`src/rtl/i2c_rx_capture_if.sv`:
```
// i2c_rx_capture_if: controller-side inputs and APB-side FIFO outputs of the I2C RX capture stage
interface i2c_rx_capture_if #(parameter int ADDR_W = 3);
  logic scl_in;
  logic sda_in;
  logic rx_enable;
  logic rd_en;
  logic clr_overflow;
  logic [7:0] rd_data;
  logic rx_empty;
  logic rx_full;
  logic [ADDR_W:0] rx_count;
  logic byte_done;
  logic overflow;
  modport slave(
    input scl_in, sda_in, rx_enable, rd_en, clr_overflow,
    output rd_data, rx_empty, rx_full, rx_count, byte_done, overflow
  );
  modport master(
    output scl_in, sda_in, rx_enable, rd_en, clr_overflow,
    input rd_data, rx_empty, rx_full, rx_count, byte_done, overflow
  );
endinterface

```
`src/rtl/i2c_rx_capture.sv`:
```
// i2c_rx_capture: samples SDA on SCL rises into bytes, MSB first, and queues them in a FWFT RX FIFO
module i2c_rx_capture #(
  parameter int DEPTH  = 8,
  parameter int ADDR_W = 3
) (
  input  logic               i2c_core_clk,
  input  logic               rst,
  i2c_rx_capture_if.slave    bus
);
  typedef enum logic [1:0] {IDLE, SHIFT, PUSH} state_t;
  state_t r_state, w_state_n;
  logic r_scl_s1, r_scl_s2, r_scl_prev, r_sda_s1, r_sda_s2;
  logic [7:0] r_shreg;
  logic [2:0] r_bitcnt;
  logic [ADDR_W-1:0] r_wr_ptr, r_rd_ptr;
  logic [ADDR_W:0] r_count;
  logic r_overflow;
  logic [7:0] r_mem [DEPTH];
  logic w_rise, w_shift, w_push, w_pop, w_wr;
  assign w_rise  = r_scl_s2 & ~r_scl_prev;
  assign w_shift = bus.rx_enable & w_rise & (r_state != PUSH);
  assign w_push  = (r_state == PUSH);
  assign w_pop   = bus.rd_en & (r_count != '0);
  // a full FIFO still accepts the byte when the same cycle frees a slot
  assign w_wr    = w_push & (~bus.rx_full | w_pop);
  always_comb begin
    w_state_n = r_state;
    case (r_state)
      IDLE:    w_state_n = bus.rx_enable ? SHIFT : IDLE;
      SHIFT:   w_state_n = !bus.rx_enable ? IDLE : (w_rise && r_bitcnt == 3'd7) ? PUSH : SHIFT;
      PUSH:    w_state_n = bus.rx_enable ? SHIFT : IDLE;
      default: w_state_n = IDLE;
    endcase
  end
  always_ff @(posedge i2c_core_clk or posedge rst) begin
    if (rst) begin
      {r_scl_s1, r_scl_s2, r_scl_prev, r_sda_s1, r_sda_s2} <= '1;
      r_state    <= IDLE;
      r_shreg    <= '0;
      r_bitcnt   <= '0;
      r_wr_ptr   <= '0;
      r_rd_ptr   <= '0;
      r_count    <= '0;
      r_overflow <= 1'b0;
    end else begin
      r_scl_s1   <= bus.scl_in;
      r_scl_s2   <= r_scl_s1;
      r_scl_prev <= r_scl_s2;
      r_sda_s1   <= bus.sda_in;
      r_sda_s2   <= r_sda_s1;
      r_state    <= w_state_n;
      r_shreg    <= w_shift ? {r_shreg[6:0], r_sda_s2} : r_shreg;
      r_bitcnt   <= (!bus.rx_enable || w_push) ? 3'd0 : w_shift ? r_bitcnt + 3'd1 : r_bitcnt;
      r_wr_ptr   <= r_wr_ptr + ADDR_W'(w_wr);
      r_rd_ptr   <= r_rd_ptr + ADDR_W'(w_pop);
      r_count    <= r_count + (ADDR_W+1)'(w_wr) - (ADDR_W+1)'(w_pop);
      r_overflow <= (w_push & ~w_wr) ? 1'b1 : bus.clr_overflow ? 1'b0 : r_overflow;
    end
  end
  always_ff @(posedge i2c_core_clk)
    if (w_wr) r_mem[r_wr_ptr] <= r_shreg;
  assign bus.rd_data   = r_mem[r_rd_ptr];
  assign bus.rx_empty  = (r_count == '0);
  assign bus.rx_full   = (r_count == (ADDR_W+1)'(DEPTH));
  assign bus.rx_count  = r_count;
  assign bus.byte_done = w_push;
  assign bus.overflow  = r_overflow;
endmodule

```
`src/flat_wrapper.sv`:
```
// flat-port wrapper written by rule: the top's interface ports become plain ports
module i2c_rx_capture_flat 
#(
  parameter int DEPTH  = 8,
  parameter int ADDR_W = 3
)
  (i2c_core_clk, rst, bus_scl_in, bus_sda_in, bus_rx_enable, bus_rd_en, bus_clr_overflow, bus_rd_data, bus_rx_empty, bus_rx_full, bus_rx_count, bus_byte_done, bus_overflow);
  i2c_rx_capture_if #(.ADDR_W(ADDR_W)) bus_i ();
  input  logic i2c_core_clk;
  input  logic rst;
  input wire logic [$bits(bus_i.scl_in)-1:0] bus_scl_in;
  input wire logic [$bits(bus_i.sda_in)-1:0] bus_sda_in;
  input wire logic [$bits(bus_i.rx_enable)-1:0] bus_rx_enable;
  input wire logic [$bits(bus_i.rd_en)-1:0] bus_rd_en;
  input wire logic [$bits(bus_i.clr_overflow)-1:0] bus_clr_overflow;
  output wire logic [$bits(bus_i.rd_data)-1:0] bus_rd_data;
  output wire logic [$bits(bus_i.rx_empty)-1:0] bus_rx_empty;
  output wire logic [$bits(bus_i.rx_full)-1:0] bus_rx_full;
  output wire logic [$bits(bus_i.rx_count)-1:0] bus_rx_count;
  output wire logic [$bits(bus_i.byte_done)-1:0] bus_byte_done;
  output wire logic [$bits(bus_i.overflow)-1:0] bus_overflow;
  assign bus_i.scl_in = bus_scl_in;
  assign bus_i.sda_in = bus_sda_in;
  assign bus_i.rx_enable = bus_rx_enable;
  assign bus_i.rd_en = bus_rd_en;
  assign bus_i.clr_overflow = bus_clr_overflow;
  assign bus_rd_data = bus_i.rd_data;
  assign bus_rx_empty = bus_i.rx_empty;
  assign bus_rx_full = bus_i.rx_full;
  assign bus_rx_count = bus_i.rx_count;
  assign bus_byte_done = bus_i.byte_done;
  assign bus_overflow = bus_i.overflow;
  i2c_rx_capture #(.DEPTH(DEPTH), .ADDR_W(ADDR_W)) u_core (.i2c_core_clk(i2c_core_clk), .rst(rst), .bus(bus_i));
endmodule
```
`config.mk`:
```
export PLATFORM = sky130hd
export DESIGN_NAME = i2c_rx_capture_flat
export DESIGN_NICKNAME = d
export VERILOG_FILES = /design/src/rtl/i2c_rx_capture_if.sv /design/src/rtl/i2c_rx_capture.sv /design/src/flat_wrapper.sv
export SDC_FILE = /design/constraint.sdc
export NUM_CORES = 1
export LEC_CHECK = 0
export CORE_AREA = 2 2 104 106
export DETAILED_ROUTE_END_ITERATION = 6
export DIE_AREA = 0 0 106 108
export DONT_BUFFER_PORTS = 1
export PLACE_DENSITY = 0.63
export SLEW_MARGIN = 15
export SYNTH_ARGS = -nofsm -noshare
export SYNTH_HDL_FRONTEND = slang
export SYNTH_SLANG_ARGS = --single-unit
```
`constraint.sdc`:
```
create_clock -name i2c_core_clk -period 2.2 [get_ports i2c_core_clk]
set_input_delay 0.22 -clock i2c_core_clk [delete_from_list [all_inputs] [get_ports i2c_core_clk]]
set_output_delay 0.22 -clock i2c_core_clk [all_outputs]
set_load 0.01 [all_outputs]
```
==> results of run 1 <==
final timing paths:
| kind | from | end | slack (ns) |
|---|---|---|---|
| setup / recovery | u_core.bus.rx_count[2] | u_core.bus.rx_count[2] | 0.14 |
| hold / removal | bus_rx_enable | u_core.r_bitcnt[0] | 0.04 |
| setup reg to reg | u_core.bus.rx_count[2] | u_core.bus.rx_count[2] | 0.14 |
| hold reg to reg | u_core.r_sda_s1 | u_core.r_sda_s2 | 0.36 |
| max in group asynchronous | rst | u_core.r_scl_s2 | 1.49 |
| min in group asynchronous | rst | u_core.r_shreg[4] | 0.39 |
report_power, final:
part	switching [uW]	internal, uW
sequential	241	2150
clock	590	529
combinational	511	608
routing by layer:
metal | global-route usage | up-vias | share of wire
met5 | 0 | - | 0
met4 | 0.0423 | 0 | 0.011
met3 | 0.0380 | 6 | 0.042
met2 | 0.198 | 35 | 0.49
met1 | 0.161 | 921 | 0.46
li1 | - | 826 | -
through the flow:
step / util / instances / hold slack (ns) / setup TNS (ns) / power [uW]
after floorplan: - / 195 / 0.224 / -4.09 / 3250
after global placement: 0.399 / 346 / 0.200 / 0 / 3540
after detailed placement: 0.399 / 346 / 0.213 / 0 / 3560
after CTS: 0.423 / 366 / 0.00131 / 0 / 4700
after global routing: 0.425 / 368 / 0.0340 / -0.0232 / 4920
final: 0.425 / 368 / 0.0362 / 0 / 4630
final cells by class:
cell class,instances,area (um2)
clock buffer,9,124
clock inverter,6,68.8
fill,906,5890
inverter,12,45.0
multi-input combinational,83,1040
sequential,93,2650
tap,136,170
timing repair buffer,29,245
cells in the final DEF (no fill, tap or decap), types with 3 or more instances in the layout:
master,netlist,routed
nor2_1,4,4
xor2_1,3,3
dlygate4sd3_1,0,6
buf_4,0,22
dfstp_2,5,5
edfxtp_1,64,64
mux4_1,15,15
nand2_1,5,5
a21o_1,3,3
inv_1,12,12
clkbuf_8,0,9
nor4b_2,0,3
ha_1,12,12
mux2_2,16,16
dfrtp_1,24,24
inv_6,0,3
state kept, by name (all words and copies together), names as in the netlist:
signal,flops
u_core.r_bitcnt,3
u_core.r_scl_s1,1
u_core.r_scl_s2,1
u_core.bus.rx_count,4
u_core.r_rd_ptr,3
u_core.r_scl_prev,1
u_core.r_sda_s2,1
u_core.r_state,2
u_core.r_wr_ptr,3
u_core.bus.overflow,1
u_core.r_shreg,8
u_core.r_mem,64
u_core.r_sda_s1,1
timing repair:
item                                    in CTS  in global routing
endpoints found under the setup margin       0                  3
hold endpoints to repair                    28                  1
hold buffers                                 5                  1
resized for setup                            0                  1
setup buffers                                0                  1
kinds of logic after synthesis:
family                     after synthesis
DFF                                     93
muxes                                   34
and+or+nand+nor                         25
buffers and inverters                   19
adders and majority gates               13
AOI/OAI and AO/OA                        6
xor gates and xnor gates                 5
==> impl_metrics.toml, run 1 <==
[worst_setup_path]
path_cells = "inv_1, ha_1, and3_1, nor2b_2, ha_1, inv_1, ha_1, inv_1, fa_1, xnor2_1"
crit_path_start_kind = "register"
slowest_stage = "fa_1"
crit_family = "adder cells"
reg2regPathDepth = 10
cp_max_fo = 3
slowest_delay_ns = 0.38
cp.required_ns = 2.43
arrival_ns = 2.29
worstSetupPathType = "register to register"
end_kind = "register"
worst-path-stages = 10
critPathBufInv = 3

[timing]
worst_pin_slew_ns = 0.518
rsz0062_at_grt = "true"
relSlewSlack = 0.655
finalCriticalPeriod_ns = 2.06
setup_viol_count_final = 0
fmax_mhz = 486
setup_slack_ns = 0.143
drv_slew = 0
hold_violations = 0
clock_skew_ns = 0.0115
post-route-period-util = 0.935

[grt]
first_global_vias = 1951
antenna_found_initial = 0
grt_max_degree = 30
grt_pass1_wl_um = 10500
grt_overflow = 0
grt.total_usage = 0.123

[synthesis]
synth_compound_area_frac = 0.0110
synth_edf_count = 64
synth_top_flop_cell = "edfxtp_1"
synth_area_mm2 = 0.00377
yosysSeqAreaShare = 0.704
syn-num-nets = 215
yosysMostFrequentCell = "edfxtp_1"
postSynth.asyncResetShare = 0.312
synth_xor_xnor_area_share = 0.0116
synthAdderAreaFrac = 0.0452
synth_top_family_by_area = "multiplexers"
synth_cell_types = 32
synth-simple-area-share = 0.0385
ys_seq_elements = 93
avgSynthCellArea_um2 = 19.3
yosysTopAreaCell = "edfxtp_1"
synthCells = 195
yosysWarnings = 0
synth_common_cells = "edfxtp_1, dfrtp_1, mux2_2"
yosys.area.top_type_share = 0.510
synthTopCellsByArea = "edfxtp_1, dfrtp_1, mux4_1, mux2_2, ha_1"
muxShareOfSynthArea = 0.164

[floorplanning]
dieArea_mm2 = 0.0114
ioPinCount = 23
die_w_um = 106
chipHeight_um = 108
core_mm2 = 0.0102
rows = 37
initial_core_util = 0.368

[routing]
drcViolationCount = 0
viasPerCell = 4.86
drt_iter0_markers = 112
ant_nets = 0
finalWirelength_um = 6290
vias = 1788
first_pass_iters = 4
wire_per_inst_um = 17.1

[clock_tree]
root_buffer = "clkbuf_8"
clockBufferDepth = 2
clk_latency_ns = 0.35
clock_sinks = 93
cts.clk_slew.worst_paths_ns = 0.09
cts_buffers = 9
cts_tree = "yes"
h-tree-depth = 3

[placement]
dp_slack_ns = 0.115
port_buffers = 0
place.gp.congestion = 0.746
place_hpwl_um = 3960
post_dp_cell_area_mm2 = 0.00408

[power_and_ir_drop]
p_leak_uw = 0.00169
p_per_area_mw_per_mm2 = 1070
irDropWorstVdd_mv = 0.690

[finish]
fin_nets = 248
diodes = 0
area_growth_syn_to_layout_pct = 15.3
final_cell_area_mm2 = 0.00435
drive_gt1_frac = 0.276

[flow_run]
drv_cap = 0

[status]
status = "complete, no violations"

[min_path]
min_path_cells = 2
hold_path.class = "input pin to register"
No activity file was read; power rests on OpenSTA's default activity.
==> inputs of run 2 (changes only) <==
==> constraint.sdc (replaced) <==
create_clock -name i2c_core_clk -period 2.2 [get_ports i2c_core_clk]
set_input_delay 0.22 -clock i2c_core_clk [delete_from_list [all_inputs] [get_ports i2c_core_clk]]
set_output_delay 0.22 -clock i2c_core_clk [all_outputs]
set_load 0.1 [all_outputs]
==> run 2 against run 1 <==
Compared with the run above: critical endpoint is now bus_rd_data[4]; sequential share of layout area decreased by 2.6 points; critical path type is now register to output pin; setup slack got worse by 0.13 ns; wire length increased by 2.8%; core utilization increased by 2.1 points; highest routed layer unchanged.
==> impl_metrics.toml, run 2 (synthesis gave the netlist of run 1 again) <==
[grt]
grt_overflow = 0
grt_max_degree = 23
grt_pass1_wl_um = 10300
antenna_found_initial = 0
grt.total_usage = 0.124
first_global_vias = 1977

[floorplanning]
rows = 37
die_w_um = 106
chipHeight_um = 108
initial_core_util = 0.368
core_mm2 = 0.0102
dieArea_mm2 = 0.0114
ioPinCount = 23

[power_and_ir_drop]
total_power_uw = 6540
irDropWorstVdd_mv = 1.10
p_per_area_mw_per_mm2 = 1440
p_leak_uw = 0.00174

[worst_setup_path]
cp_max_fo = 8
end_kind = "output pin"
arrival_ns = 1.97
crit_family = "multiplexers"
path_cells = "clkbuf_16, mux4_1, mux2_4"
slowest_stage = "mux4_1"
crit_path_start_kind = "register"
cp.required_ns = 1.98
slowest_delay_ns = 0.56
worstSetupPathType = "register to output pin"
critPathBufInv = 1

[finish]
most-common-layout-cells = "edfxtp_1, buf_4, dfrtp_1, mux4_2"
drive_gt1_frac = 0.414
fin_nets = 254
post-route-util = 0.445
final_cells = 375
layout_commonest_cell = "edfxtp_1"
largest_reg_flops = 64
diodes = 0
area_growth_syn_to_layout_pct = 20.9
top_register = "u_core.r_mem"

[clock_tree]
h-tree-depth = 3
root_buffer = "clkbuf_8"
cts_buffers = 9
cts.clk_slew.worst_paths_ns = 0.08
clock_sinks = 93
cts_tree = "yes"
clk_latency_ns = 0.36
clockBufferDepth = 2

[routing]
ant_nets = 0
wire_per_inst_um = 17.2
finalWirelength_um = 6460
viasPerCell = 4.74
drcViolationCount = 0
vias = 1779
drt_iter0_markers = 108
first_pass_iters = 4

[placement]
place_hpwl_um = 3940
port_buffers = 0
place.gp.congestion = 0.699
dp_slack_ns = 0.0661
dp_cells = 352

[timing]
fmax_mhz = 457
rsz0062_at_grt = "true"
setup_viol_count_final = 0
clock_skew_ns = 0.0105
finalCriticalPeriod_ns = 2.19
worst_pin_slew_ns = 0.832
hold_violations = 0
setup_slack_ns = 0.0116
post-route-period-util = 0.995
relSlewSlack = 0.445
drv_slew = 0

[status]
status = "complete, no violations"

[flow_run]
drv_cap = 0

[min_path]
hold_path.class = "input pin to register"
-- run 2: final cells by class --
cell class                 count  area (um2)
fill                         881        5680
sequential                    93        2670
multi-input combinational     83        1070
timing repair buffer          35         380
tap                          136         170
clock buffer                  10         128
clock inverter                 6        93.8
inverter                      12        45.0
-- run 2: repair_timing --
action / 4_1_cts / 5_1_grt
hold buffers: 5 / 0
endpoints found under the setup margin: 8 / 11
pin swaps: 0 / 0
gates resized for setup: 9 / 18
buffers inserted: 1 / 0
gates cloned: 0 / 1
hold endpoints to repair: 21 / 0
-- run 2: metal layers --
metal,global-route usage,vias to the layer above,part of all wire
met4,0.0451,0,0.014
met5,0,-,0
met3,0.0380,9,0.044
met2,0.206,37,0.49
li1,-,825,-
met1,0.156,908,0.45
-- run 2: path summary, 6_finish.rpt --
kind	startpoint	end	slack, ns	cells past startpoint
max in group asynchronous	rst	u_core.r_rd_ptr[0]	1.07	3
hold reg to reg	u_core.r_scl_s1	u_core.r_scl_s2	0.36	0
min in group asynchronous	rst	u_core.r_shreg[5]	0.47	2
setup / recovery	u_core.r_rd_ptr[0]	bus_rd_data[4]	0.01	3
setup reg to reg	u_core.bus.rx_count[2]	u_core.bus.rx_count[2]	0.10	10
hold / removal	bus_rx_enable	u_core.r_bitcnt[0]	0.03	2
-- run 2: through the flow --
step / area [um2] / TNS, ns / hold slack, ns
6_report: 4560 / 0 / 0.0274
5_1_grt: 4560 / -0.226 / 0.0401
4_1_cts: 4530 / -0.0948 / 0.0177
3_5_place_dp: 4260 / 0 / 0.225
3_3_place_gp: 4260 / 0 / 0.225
2_1_floorplan: 3840 / -23.44 / 0.224
-- run 2: power breakdown --
part	total, uW	internal (uW)	switching, uW	leakage (uW)
Sequential	2440	2170	270	0.000928
Combinational	2870	1120	1750	0.000703
Clock	1240	650	585	0.000107
Total	6540	3940	2600	0.00174
